File: src/rtl/decode_cycle.sv
// decode_cycle: RV32I decode stage with register file, WB bypass, immediates, load-use stall and ID/EX register
//   in : i_decode_clk, i_decode_reset_n (async low), i_decode_pc/inst/insn_vld (IF/ID),
//        i_flush, i_wb_en/rd/data (write-back), i_ex_mem_read/i_ex_rd (Execute)
//   out: o_stall (comb), o_decode_*_ex (ID/EX register)
module decode_cycle #(
  parameter logic [31:0] NOP_INST = 32'h00000013
) (
  input  logic        i_decode_clk,
  input  logic        i_decode_reset_n,
  input  logic [31:0] i_decode_pc,
  input  logic [31:0] i_decode_inst,
  input  logic        i_decode_insn_vld,
  input  logic        i_flush,
  input  logic        i_wb_en,
  input  logic [4:0]  i_wb_rd,
  input  logic [31:0] i_wb_data,
  input  logic        i_ex_mem_read,
  input  logic [4:0]  i_ex_rd,
  output logic        o_stall,
  output logic [31:0] o_decode_pc_ex,
  output logic [31:0] o_decode_inst_ex,
  output logic [31:0] o_decode_rs1_data_ex,
  output logic [31:0] o_decode_rs2_data_ex,
  output logic [31:0] o_decode_imm_ex,
  output logic [4:0]  o_decode_rs1_ex,
  output logic [4:0]  o_decode_rs2_ex,
  output logic [4:0]  o_decode_rd_ex,
  output logic        o_decode_insn_vld_ex
);
  logic [31:0] rf_q [32];
  logic [4:0]  rs1, rs2, rd;
  logic [6:0]  opc;
  logic        is_r, is_i, is_s, is_b, is_u, is_j;
  logic        uses_rs1, uses_rs2, wb_we, hz, bubble;
  logic [31:0] rs1_data, rs2_data, imm;
  logic [31:0] pc_d, inst_d, rs1_data_d, rs2_data_d, imm_d;
  logic [31:0] pc_q, inst_q, rs1_data_q, rs2_data_q, imm_q;
  logic [4:0]  rs1_d, rs2_d, rd_d, rs1_q, rs2_q, rd_q;
  logic        vld_d, vld_q;

  assign rs1 = i_decode_inst[19:15];
  assign rs2 = i_decode_inst[24:20];
  assign rd  = i_decode_inst[11:7];
  assign opc = i_decode_inst[6:0];

  assign is_r = opc == 7'b0110011;
  assign is_i = opc == 7'b0000011 || opc == 7'b0010011 || opc == 7'b1100111 || opc == 7'b1110011;
  assign is_s = opc == 7'b0100011;
  assign is_b = opc == 7'b1100011;
  assign is_u = opc == 7'b0110111 || opc == 7'b0010111;
  assign is_j = opc == 7'b1101111;
  assign uses_rs1 = is_r | is_i | is_s | is_b;
  assign uses_rs2 = is_r | is_s | is_b;

  assign wb_we = i_wb_en && i_wb_rd != 5'd0;

  // write-back in the same cycle is forwarded so no extra stall is needed
  assign rs1_data = rs1 == 5'd0 ? 32'd0 : (wb_we && i_wb_rd == rs1) ? i_wb_data : rf_q[rs1];
  assign rs2_data = rs2 == 5'd0 ? 32'd0 : (wb_we && i_wb_rd == rs2) ? i_wb_data : rf_q[rs2];

  assign imm = is_i ? {{20{i_decode_inst[31]}}, i_decode_inst[31:20]} :
               is_s ? {{20{i_decode_inst[31]}}, i_decode_inst[31:25], i_decode_inst[11:7]} :
               is_b ? {{19{i_decode_inst[31]}}, i_decode_inst[31], i_decode_inst[7],
                       i_decode_inst[30:25], i_decode_inst[11:8], 1'b0} :
               is_u ? {i_decode_inst[31:12], 12'd0} :
               is_j ? {{11{i_decode_inst[31]}}, i_decode_inst[31], i_decode_inst[19:12],
                       i_decode_inst[20], i_decode_inst[30:21], 1'b0} :
                      32'd0;

  assign hz = i_ex_mem_read && i_ex_rd != 5'd0 && i_decode_insn_vld &&
              ((uses_rs1 && i_ex_rd == rs1) || (uses_rs2 && i_ex_rd == rs2));

  // a flushed instruction is killed anyway, so it must not hold fetch
  assign o_stall = hz & ~i_flush & i_decode_reset_n;
  assign bubble  = i_flush | hz;

  always_comb begin
    pc_d       = bubble ? 32'd0 : i_decode_pc;
    inst_d     = bubble ? NOP_INST : i_decode_inst;
    rs1_data_d = bubble ? 32'd0 : rs1_data;
    rs2_data_d = bubble ? 32'd0 : rs2_data;
    imm_d      = bubble ? 32'd0 : imm;
    rs1_d      = bubble ? 5'd0 : rs1;
    rs2_d      = bubble ? 5'd0 : rs2;
    rd_d       = (bubble || !i_decode_insn_vld) ? 5'd0 : rd;
    vld_d      = !bubble && i_decode_insn_vld;
  end

  always_ff @(posedge i_decode_clk or negedge i_decode_reset_n) begin
    if (!i_decode_reset_n) begin
      for (int i = 0; i < 32; i++) rf_q[i] <= 32'd0;
    end else if (wb_we) begin
      rf_q[i_wb_rd] <= i_wb_data;
    end
  end

  always_ff @(posedge i_decode_clk or negedge i_decode_reset_n) begin
    if (!i_decode_reset_n) begin
      pc_q       <= 32'd0;
      inst_q     <= 32'd0;
      rs1_data_q <= 32'd0;
      rs2_data_q <= 32'd0;
      imm_q      <= 32'd0;
      rs1_q      <= 5'd0;
      rs2_q      <= 5'd0;
      rd_q       <= 5'd0;
      vld_q      <= 1'b0;
    end else begin
      pc_q       <= pc_d;
      inst_q     <= inst_d;
      rs1_data_q <= rs1_data_d;
      rs2_data_q <= rs2_data_d;
      imm_q      <= imm_d;
      rs1_q      <= rs1_d;
      rs2_q      <= rs2_d;
      rd_q       <= rd_d;
      vld_q      <= vld_d;
    end
  end

  assign o_decode_pc_ex       = pc_q;
  assign o_decode_inst_ex     = inst_q;
  assign o_decode_rs1_data_ex = rs1_data_q;
  assign o_decode_rs2_data_ex = rs2_data_q;
  assign o_decode_imm_ex      = imm_q;
  assign o_decode_rs1_ex      = rs1_q;
  assign o_decode_rs2_ex      = rs2_q;
  assign o_decode_rd_ex       = rd_q;
  assign o_decode_insn_vld_ex = vld_q;
endmodule

File: config.mk
export PLATFORM = sky130hd
export DESIGN_NAME = decode_cycle
export DESIGN_NICKNAME = d
export VERILOG_FILES = /design/src/rtl/decode_cycle.sv
export SDC_FILE = /design/constraint.sdc
export NUM_CORES = 2
export LEC_CHECK = 0
export CORE_ASPECT_RATIO = 0.9
export CORE_MARGIN = 4
export CORE_UTILIZATION = 45
export DETAILED_ROUTE_END_ITERATION = 6
export GPL_TIMING_DRIVEN = 0
export PLACE_DENSITY_LB_ADDON = 0.1
export SYNTH_ARGS = -nofsm -noshare
export SYNTH_HDL_FRONTEND = slang
export SYNTH_SLANG_ARGS = --single-unit
export TNS_END_PERCENT = 30
File: constraint.sdc
create_clock -name i_decode_clk -period 4.06 [get_ports i_decode_clk]
set_clock_uncertainty 0.1 [all_clocks]
set_input_delay 0.812 -clock i_decode_clk [delete_from_list [all_inputs] [get_ports i_decode_clk]]
set_output_delay 0.812 -clock i_decode_clk [all_outputs]
set_load 0.01 [all_outputs]
==> flow_summary.json <==
{
  "outcome": "complete, but fails checks",
  "failing_checks": "setup timing",
  "final_hold_slack_ns": 0.0656,
  "firstDrtPassIters": 5,
  "p_sw_mw": 9.39,
  "yosys.cell_count.top_type": "sky130_fd_sc_hd__dfrtp_1",
  "yosys-top-cells-area": "sky130_fd_sc_hd__dfrtp_1, sky130_fd_sc_hd__mux2_2, sky130_fd_sc_hd__mux4_2",
  "multi_input_comb_area_mm2": 0.0287,
  "critical_path.endpoint_type": "flip-flop",
  "syn_avg_cell_area_um2": 14.2,
  "cp.required_ns": 4.52,
  "yosysWarnings": 0,
  "maxClockFrequency_mhz": 235,
  "antenna_found_initial": 8,
  "timing.critical_path.from": "i_decode_inst[23]",
  "cell_internal_pwr_mw": 24.8,
  "cp_top_family": "buffers and inverters",
  "floorplan.rows": 127,
  "route.met3.wl_um": 20400,
  "cts.htree.levels": 4,
  "rsz_0062_raised_after_global_routing": "yes",
  "synthXorXnorAreaFrac_pct": 0.289,
  "grt_first_pass_wirelength_um": 316000,
  "final.period_utilization_pct": 105,
  "netlist.area_leader.share_pct": 49.1,
  "reg2reg_slack_ns": 1.84,
  "p_comb_share_pct": 19.3,
  "crit_path_cell_trace": "dlygate4sd2_1 -> clkbuf_1 -> nand2_1 -> nor2_1 -> clkbuf_1 -> a22oi_1 -> nand3_1 -> nor2_1 -> nor3_1",
  "max-slew-margin-rel_pct": 1.15,
  "worstRegToRegCells": 6,
  "met2RoutedLength_um": 98700,
  "core-area_mm2": 0.134,
  "netlist_area_mm2": 0.0607,
  "synth.lib_cells_used.distinct": 56,
  "synth.mux.area_fraction_pct": 37.9,
  "worstPathMaxFanout": 10,
  "synth_flop_cell": "sky130_fd_sc_hd__dfrtp_1",
  "final_period_minus_worst_setup_slack_ns": 4.25,
  "postPlaceCellArea_mm2": 0.0659,
  "drt_drc_violations_left": 0,
  "final_critical_path_setup_slack_ns": -0.191,
  "report.final.hold_viol_count": 0,
  "synth.ff_latch_count": 1190,
  "routed_wl_um": 223000,
  "tritoncts": "built",
  "synth_edf_count": 0,
  "synth_async_sr_flop_share_pct": 100,
  "floorplan.io_pins": 289,
  "pre_cts_slack_ns": -0.848,
  "max-clock-path-buffers": 3,
  "critical_path.n_buffers_inverters": 3,
  "gp_congestion": 0.881,
  "final.fill_count": 11496,
  "largest_family_of_logic_cells_by_synthesized_area": "multiplexers",
  "clock_insertion_delay_worst_skew_ns": 0.77,
  "wire_per_inst_um": 33.7,
  "sequential_share_of_power_pct": 44.9,
  "layout.nets": 4822,
  "r2r-start": "rf_q[414]$_DFFE_PN0P_",
  "syn-num-nets": 4393,
  "drv.max_cap_violation_count": 0,
  "area_of_the_die_mm2": 0.141,
  "setup_crit_path_kind": "input port to flip-flop",
  "seq_area_mm2": 0.0298,
  "grt_overflow_total": 0,
  "die_y_um": 356,
  "setup-violations-final": 1,
  "detailedRoute.firstIterationViolations": 3929,
  "seq_area_frac_synth_pct": 49.1,
  "floorplan.initialDensity_pct": 45.4,
  "rr_endpoint": "o_decode_rs1_data_ex[30]$_DFF_PN0_",
  "place.port_buffers": 277,
  "netSwitchingFraction_pct": 27.5,
  "worst_ir_drop_vdd_mv": 0.346,
  "syn-instance-count": 4281,
  "synth.cells.most_frequent": "sky130_fd_sc_hd__dfrtp_1, sky130_fd_sc_hd__mux2_2, sky130_fd_sc_hd__mux4_2",
  "cts_sinks": 1190,
  "static-leakage-power_nw": 30.9,
  "critPathLaunchType": "input port",
  "final_antenna_net_count": 0,
  "area.growth.synth_to_final_pct": 16.1,
  "final_area_mm2": 0.0704,
  "min-delay-path-class": "input port to asynchronous set/reset pin",
  "critPathMaxStageDelay_ns": 0.89,
  "final_layout_size_suffix_gt1_share_pct": 38.4,
  "tns_ns": -0.191,
  "route.vias.total": 41831,
  "synth_simple_gate_area_share_pct": 4.76,
  "vias_per_cell": 6.32,
  "worstPathArrival_ns": 4.72,
  "power_density_mw_per_mm2": 485,
  "synth_top_area_cell": "sky130_fd_sc_hd__dfrtp_1",
  "clkTransAtPathRegs_ns": 0.06,
  "dp_hpwl_um": 153000,
  "grt_pass1_vias": 42748,
  "worst_pin_slew_ns": 1.48,
  "largest_net_degree_at_the_start_of_global_routing": 170,
  "clock_buffers_created_by_tritoncts": 136,
  "synth_adder_area_share_pct": 0,
  "slew_viol_final": 0,
  "worst_path_max_delay_cell": "sky130_fd_sc_hd__clkbuf_1",
  "grt_usage_pct": 31.5,
  "root_buffer": "sky130_fd_sc_hd__clkbuf_16",
  "pwr-share-clk_pct": 35.8,
  "synth_compound_area_share_pct": 4.34,
  "drt-met1-wl_um": 94000,
  "die_width_um": 395,
  "highest-signal-layer": "met4",
  "final_core_utilization_pct": 52.7
}
-- flip-flops by register name, summed over array words and instances, names as in the netlist, 4 cells and up --
name,cells
o_decode_rs2_data_ex,32
o_decode_inst_ex,24
o_decode_rs1_data_ex,32
o_decode_pc_ex,32
o_decode_rs2_ex,4
o_decode_rd_ex,5
rf_q,1024
o_decode_rs1_ex,4
o_decode_imm_ex,32
-- worst max path at each step --
stage                                              to  slack [ns]  depth (start not counted)
global placement    o_decode_rs1_data_ex[7]$_DFF_PN0_      -54.29                          1
detailed placement  o_decode_rs2_data_ex[0]$_DFF_PN0_       -0.85                          9
finish              o_decode_rs2_data_ex[0]$_DFF_PN0_       -0.19                          9
global route        o_decode_rs2_data_ex[0]$_DFF_PN0_       -0.05                          9
CTS                 o_decode_rs2_data_ex[0]$_DFF_PN0_        0.22                          9
floorplan                                     o_stall        0.93                          7
-- per-stage QoR --
step,instances,total power [mW]
2_1_floorplan,4281,19.7
3_3_place_gp,6364,21.8
3_5_place_dp,6371,22.0
4_1_cts,6612,34.3
5_1_grt,6613,35.5
6_report,6616,34.2
-- kinds of logic (layout without fill, tap and decap cells) --
group           Yosys count  in the layout
compound gates          374            374
flops                  1190           1190
other cells               0              3
xor+xnor                 20             20
simple gates            523            523
mux                    1697           1697
buf+inv                 477           1003
-- layer usage --
| layer | global-route usage, % | vias up |
|---|---|---|
| li1 | - | 17007 |
| met1 | 43.0 | 22457 |
| met2 | 47.2 | 1891 |
| met3 | 9.69 | 476 |
| met4 | 12.6 | 0 |
| met5 | 0 | - |
-- layout by cell type (no fill, tap or decap), drive strengths merged, types with 3 or more instances in the layout --
cell           netlist  final
dfrtp             1190   1190
mux2               993    993
clkbuf             232    438
mux4               382    382
mux2i              322    322
clkdlybuf4s50        0    273
a22oi              256    256
buf                240    252
nor2               155    155
nand3              130    130
nor3                76     76
o21ai               75     75
and3                66     66
nand2               37     37
a21oi               24     24
clkinv               1     21
xnor2               17     17
and2                13     13
inv                  4      8
nand3b               7      7
or3                  6      6
nand2b               6      6
nor2b                6      6
or2                  5      5
nor3b                5      5
nand4                4      4
diode                0      3
xor2                 3      3
a32oi                3      3
bufinv               0      3
dlygate4sd2          0      3
-- final cells by class --
class                           instances  area share [%]
Antenna cell                            3          0.0107
Tap cell                             1806            3.21
Multi-Input combinational cell       2614            40.8
Timing Repair Buffer                  291            4.42
Clock buffer                          206            5.78
Sequential cell                      1190            42.3
Inverter                                5          0.0284
Buffer                                472            3.10
Clock inverter                         29           0.410
-- repair_timing --
item,CTS,global route
gates resized for setup,6,1
hold buffers,2,0
setup endpoints to repair,2,2
pin swaps,2,0
gates cloned,2,0
setup buffers,2,0
endpoints found under the hold margin,133,0
-- power by group through the flow --
stage / clock network, mW / logic, mW / registers, mW
2_1_floorplan: 0 / 4.59 / 15.1
3_3_place_gp: 0 / 6.35 / 15.5
3_5_place_dp: 0 / 6.54 / 15.5
4_1_cts: 12.4 / 6.57 / 15.3
5_1_grt: 12.9 / 7.05 / 15.6
6_report: 12.2 / 6.60 / 15.3
No activity file was read; power rests on OpenSTA's default activity.
